==> src/rtl/ppfifo_put_arbiter.sv <==
// Round-robin arbiter sharing the single ppfifo put port between several producer lanes.
// It also owns the ppfifo clear line and flags handshake violations and ack timeouts.
//
// state | meaning
// IDLE  | no grant; arbitrate from last_grant+1 when any lane requests
// BUSY  | fifo_put_req high for the granted lane, waiting for it to drop req
// DRAIN | fifo_put_req low, waiting for the ppfifo to release put_ack
module ppfifo_put_arbiter #(
  parameter int NUM_REQUESTERS = 4,
  parameter int FIFO_WORD_SIZE = 1,
  parameter int ACK_TIMEOUT    = 16
) (
  input  logic                                     clock,
  input  logic                                     reset_n,
  input  logic [NUM_REQUESTERS-1:0]                req_put_req,
  input  logic [NUM_REQUESTERS*FIFO_WORD_SIZE-1:0] req_put_value,
  output logic [NUM_REQUESTERS-1:0]                req_put_ack,
  input  logic                                     clear,
  output logic                                     fifo_clear,
  output logic                                     fifo_put_req,
  output logic [FIFO_WORD_SIZE-1:0]                fifo_put_value,
  input  logic                                     fifo_put_ack,
  output logic                                     grant_valid,
  output logic [((NUM_REQUESTERS > 1) ? $clog2(NUM_REQUESTERS) : 1)-1:0] grant_id,
  output logic                                     protocol_error,
  output logic                                     ack_timeout
);

  localparam int GW = (NUM_REQUESTERS > 1) ? $clog2(NUM_REQUESTERS) : 1;
  localparam int CW = $clog2(ACK_TIMEOUT + 1);

  typedef enum logic [1:0] {IDLE, BUSY, DRAIN} state_t;

  state_t        state;
  logic [GW-1:0] last_grant;
  logic [CW-1:0] cnt;
  logic          acked;
  logic          win_found;
  logic [GW-1:0] win_id;

  assign grant_valid = (state != IDLE);

  // Scan offsets from farthest to nearest so the nearest requester after last_grant wins.
  always_comb begin
    win_found = 1'b0;
    win_id    = '0;
    for (int k = NUM_REQUESTERS; k >= 1; k--) begin
      int            idx;
      logic [GW-1:0] idx_g;
      idx = int'(last_grant) + k;
      if (idx >= NUM_REQUESTERS) idx = idx - NUM_REQUESTERS;
      idx_g = GW'(idx);
      if (req_put_req[idx_g]) begin
        win_found = 1'b1;
        win_id    = idx_g;
      end
    end
  end

  always_comb begin
    fifo_put_value = '0;
    req_put_ack    = '0;
    for (int i = 0; i < NUM_REQUESTERS; i++) begin
      if (grant_valid && (grant_id == GW'(i))) begin
        fifo_put_value = req_put_value[i*FIFO_WORD_SIZE +: FIFO_WORD_SIZE];
        req_put_ack[i] = fifo_put_ack;
      end
    end
  end

  always_ff @(posedge clock) begin
    if (!reset_n) begin
      state          <= IDLE;
      fifo_put_req   <= 1'b0;
      fifo_clear     <= 1'b0;
      grant_id       <= '0;
      last_grant     <= GW'(NUM_REQUESTERS - 1);
      cnt            <= '0;
      acked          <= 1'b0;
      protocol_error <= 1'b0;
      ack_timeout    <= 1'b0;
    end else begin
      fifo_clear <= clear;
      if (clear) begin
        state        <= IDLE;
        fifo_put_req <= 1'b0;
        acked        <= 1'b0;
      end else begin
        case (state)
          IDLE: begin
            if (win_found) begin
              grant_id     <= win_id;
              fifo_put_req <= 1'b1;
              cnt          <= '0;
              acked        <= 1'b0;
              state        <= BUSY;
            end
          end
          BUSY: begin
            if (fifo_put_ack) acked <= 1'b1;
            if (!acked && !fifo_put_ack && !ack_timeout) begin
              cnt <= cnt + 1'b1;
              if (cnt == CW'(ACK_TIMEOUT - 1)) ack_timeout <= 1'b1;
            end
            if (!req_put_req[grant_id]) begin
              fifo_put_req <= 1'b0;
              state        <= DRAIN;
              if (!acked && !fifo_put_ack) protocol_error <= 1'b1;
            end
          end
          DRAIN: begin
            if (!fifo_put_ack) begin
              last_grant <= grant_id;
              state      <= IDLE;
            end
          end
          default: begin
            state        <= IDLE;
            fifo_put_req <= 1'b0;
          end
        endcase
      end
    end
  end

endmodule
==> config.mk <==
export PLATFORM = sky130hd
export DESIGN_NAME = ppfifo_put_arbiter
export DESIGN_NICKNAME = d
export VERILOG_FILES = /design/src/rtl/ppfifo_put_arbiter.sv
export SDC_FILE = /design/constraint.sdc
export NUM_CORES = 1
export LEC_CHECK = 0
export ABC_AREA = 1
export CORE_UTILIZATION = 38
export DETAILED_ROUTE_END_ITERATION = 10
export GPL_TIMING_DRIVEN = 0
export MAX_ROUTING_LAYER = met4
export PLACE_DENSITY = 0.77
export RECOVER_POWER = 100
export SETUP_SLACK_MARGIN = 0.02
export SYNTH_ARGS = -nofsm -noshare
export SYNTH_HDL_FRONTEND = slang
export SYNTH_SLANG_ARGS = --single-unit
==> constraint.sdc <==
create_clock -name clock -period 1.4 [get_ports clock]
set_clock_uncertainty 0.15 [all_clocks]
set_input_delay 0.28 -clock clock [delete_from_list [all_inputs] [get_ports clock]]
set_output_delay 0.28 -clock clock [all_outputs]
set_load 0.02 [all_outputs]
==> results.json <==
{
  "run_status": "complete, but fails checks",
  "failed_checks": "negative setup slack",
  "coreArea_mm2": 0.00252,
  "power_per_cell_area_mw_per_mm2": 621,
  "cts-root-buf": "sky130_fd_sc_hd__clkbuf_4",
  "timing.max_cap.violations": 0,
  "ys_warn_count": 0,
  "detailed_placement_hpwl_um": 2020,
  "antenna_cells": 0,
  "tightestPinTransition_ns": 0.378,
  "path_class": "reg2out",
  "layout_common_cells": "sky130_fd_sc_hd__nand2_1 (33), sky130_fd_sc_hd__nand2_2 (23), sky130_fd_sc_hd__buf_4 (18)",
  "setup.worst_path.start_class": "flop",
  "die-area_mm2": 0.00293,
  "critical_path.max_stage_delay_ns": 0.37,
  "synthMuxAreaShare_pct": 0,
  "report.power.total_uw": 1190,
  "final_setup_vio_count": 17,
  "layout_commonest_cell": "sky130_fd_sc_hd__nand2_1",
  "drtPass1Iterations": 4,
  "antenna_found_initial": 0,
  "crit_fanout": 6,
  "grt_setup_unrepaired": "true",
  "worst_slew_margin_rel_pct": 74.8,
  "timing.reg2reg.worst_path_depth": 11,
  "synth_to_layout_area_growth_pct": 85.1,
  "yosysUniqueCellTypes": 29,
  "placement_rows": 18,
  "cts_tree": "done",
  "synth_top_family_by_area": "simple AND/OR/NAND/NOR gates",
  "combined_buffer_and_inverter_count_along_the_critical_path": 2,
  "post_synth_fa_ha_maj_area_fraction_pct": 2.42,
  "final_layout_size_suffix_gt1_share_pct": 56.9,
  "placer_s_final_routability_congestion_estimate": 0.892,
  "clock_edge_transition_at_the_registers_on_the_reported_setup_and_hold_paths_ns": 0.10,
  "yosys_most_used_dff": "sky130_fd_sc_hd__dfxtp_1",
  "clk_latency_ns": 0.29,
  "dieHeight_um": 54.2,
  "postRouteWirelength_um": 3870,
  "hold_viol_final": 0,
  "grt_overflow": 0,
  "leakagePower_uw": 0.000825,
  "h-tree-depth": 1,
  "netlist_area_mm2": 0.00103,
  "post_synth_inst_count": 167,
  "class_of_the_most_critical_hold_timing_path": "reg2reg",
  "finalWorstSetupSlack_ns": -0.345,
  "synth_xor_xnor_area_share_pct": 0.847,
  "syn-mean-instance-area_um2": 6.19,
  "drc_errors": 0,
  "number_of_global_route_vias_before_repair": 1279,
  "layout.nets": 233,
  "path_cells": "nor2_4 -> buf_6 -> nor4_4 -> buf_4",
  "cts_sinks": 16,
  "grt_max_degree": 10,
  "top_level_ports": 24,
  "worst-endpoint-arrival_ns": 1.31,
  "synth_area_leaders": "sky130_fd_sc_hd__dfxtp_1 (31%), sky130_fd_sc_hd__nand2_1 (20%), sky130_fd_sc_hd__inv_1 (8.4%)",
  "slowest_stage": "sky130_fd_sc_hd__dfxtp_2",
  "cts-hold-fix-buffers": 0,
  "synth_nets": 181,
  "netlist.top_cell.by_area": "sky130_fd_sc_hd__dfxtp_1",
  "synth.ff_latch_count": 16,
  "worst_path_dominant_cell_family": "flip-flops",
  "yosys.area.top_type_share_pct": 31.0,
  "filler_cell_count": 171,
  "dp_cells": 220,
  "detail_route.vias_per_cell": 5.38,
  "wire_length_per_cell_after_detailed_routing_um": 15.6,
  "postLayoutCoreUtil_pct": 75.8,
  "num_vias": 1334,
  "maxSlewViolCount": 0,
  "worstSetupPathDepth": 4,
  "synth_compound_area_share_pct": 10.7,
  "drtAntennaViolNets": 0,
  "worst_hold_stages": 2,
  "final.min_clock_period_ns": 1.74,
  "grt_first_pass_wirelength_um": 5590,
  "crit_path_end_kind": "output pin",
  "start_util_pct": 41.0,
  "worst_ir_drop_vdd_mv": 0.603,
  "cts_inserted_buffers": 3,
  "track_usage_pct": 27.7,
  "synthSimpleGateAreaFrac_pct": 43.7,
  "achievable-frequency_mhz": 573,
  "cts_max_path_buffers": 2,
  "seq_area_frac_synth_pct": 31.0,
  "finalCritPeriodShare_pct": 125,
  "cp_data_required_time_ns": 0.97,
  "drt_first_iter_violations": 29,
  "asyncSetResetFlopFracSynth_pct": 0,
  "portBuffers": 23,
  "hold-worst-slack_ns": 0.342,
  "dieWidth_um": 54.2,
  "finish.cell_count_without_fillers": 248,
  "synth-edff-count": 0
}
## cell type report
cell class | count | area (um^2) | share of cell area [%]
Sequential cell | 16 | 339 | 17.7
Buffer | 3 | 55.1 | 2.88
Tap cell | 30 | 37.5 | 1.96
Timing Repair Buffer | 47 | 393 | 20.5
Clock buffer | 4 | 26.3 | 1.37
Inverter | 26 | 129 | 6.74
Multi-Input combinational cell | 122 | 933 | 48.8
## sequential cells by signal, summed over array words and instances, names as in the netlist
signal and count:
ack_timeout 1, state 2, acked 1, fifo_put_req 1, cnt 5, last_grant 2, fifo_clear 1, grant_id 2
protocol_error 1
## cells in the mapped netlist (2+ instances only)
cell type and n:
sky130_fd_sc_hd__ha_1 2, sky130_fd_sc_hd__nand2_1 55, sky130_fd_sc_hd__dfxtp_1 16, sky130_fd_sc_hd__o21ai_0 4, sky130_fd_sc_hd__nand3_1 12, sky130_fd_sc_hd__nor2_1 15
sky130_fd_sc_hd__nand2_2 6, sky130_fd_sc_hd__o211ai_1 2, sky130_fd_sc_hd__nor2_2 2, sky130_fd_sc_hd__inv_1 23, sky130_fd_sc_hd__nor4_1 3, sky130_fd_sc_hd__inv_2 2
sky130_fd_sc_hd__a21oi_1 9
## worst min-delay path, stage by stage (launching register included)
cell and delay [ns]:
sky130_fd_sc_hd__dfxtp_1 0.33, sky130_fd_sc_hd__nand2_2 0.07, sky130_fd_sc_hd__a21oi_2 0.05
## metal layers
layer	vias up	global-route usage (%)	routed length (um)
met1	628	30.7	1470
met3	16	5.37	197
met5	-	-	0
met4	0	12.4	144
met2	52	47.4	2060
li1	638	-	-
## worst paths after layout
| check | from | endpoint | slack [ns] |
|---|---|---|---|
| hold reg to reg | fifo_put_req$_SDFFE_PP0P_ | fifo_put_req$_SDFFE_PP0P_ | 0.34 |
| setup / recovery | state[1]$_SDFFE_PP0P_ | req_put_ack[3] | -0.34 |
| hold / removal | fifo_put_req$_SDFFE_PP0P_ | fifo_put_req$_SDFFE_PP0P_ | 0.34 |
| setup reg to reg | state[1]$_SDFFE_PP0P_ | cnt[4]$_SDFFE_PN0P_ | -0.19 |
## power by group
part	switching, uW	internal, uW	total [uW]
clock network	151	111	261
logic	257	186	443
registers	14.6	470	485
## timing repair
item | 4_1_cts | 5_1_grt
pin swaps | 30 | 23
gates cloned | 1 | 0
hold endpoints to repair | 0 | 0
gates resized for setup | 98 | 59
setup buffers | 19 | 6
setup endpoints to repair | 25 | 27
## cells by family (layout without fill, tap and decap cells)
group | count (synthesis) | count (layout)
AO/OA/AOI/OAI | 19 | 19
buffers and inverters | 29 | 80
AND/OR/NAND/NOR | 100 | 100
flip-flops | 16 | 16
XOR/XNOR | 1 | 1
adder cells (fa/ha/maj) | 2 | 2
## stage by stage
step | setup WS (ns) | instance area [um^2] | TNS, ns
6_report | -0.345 | 1910 | -3.14
3_5_place_dp | -0.989 | 1420 | -10.76
2_1_floorplan | -0.0406 | 1150 | -0.134
4_1_cts | -0.321 | 1760 | -2.60
3_3_place_gp | -0.989 | 1420 | -10.18
5_1_grt | -0.386 | 1910 | -4.19
(Power assumes the default switching activity.)
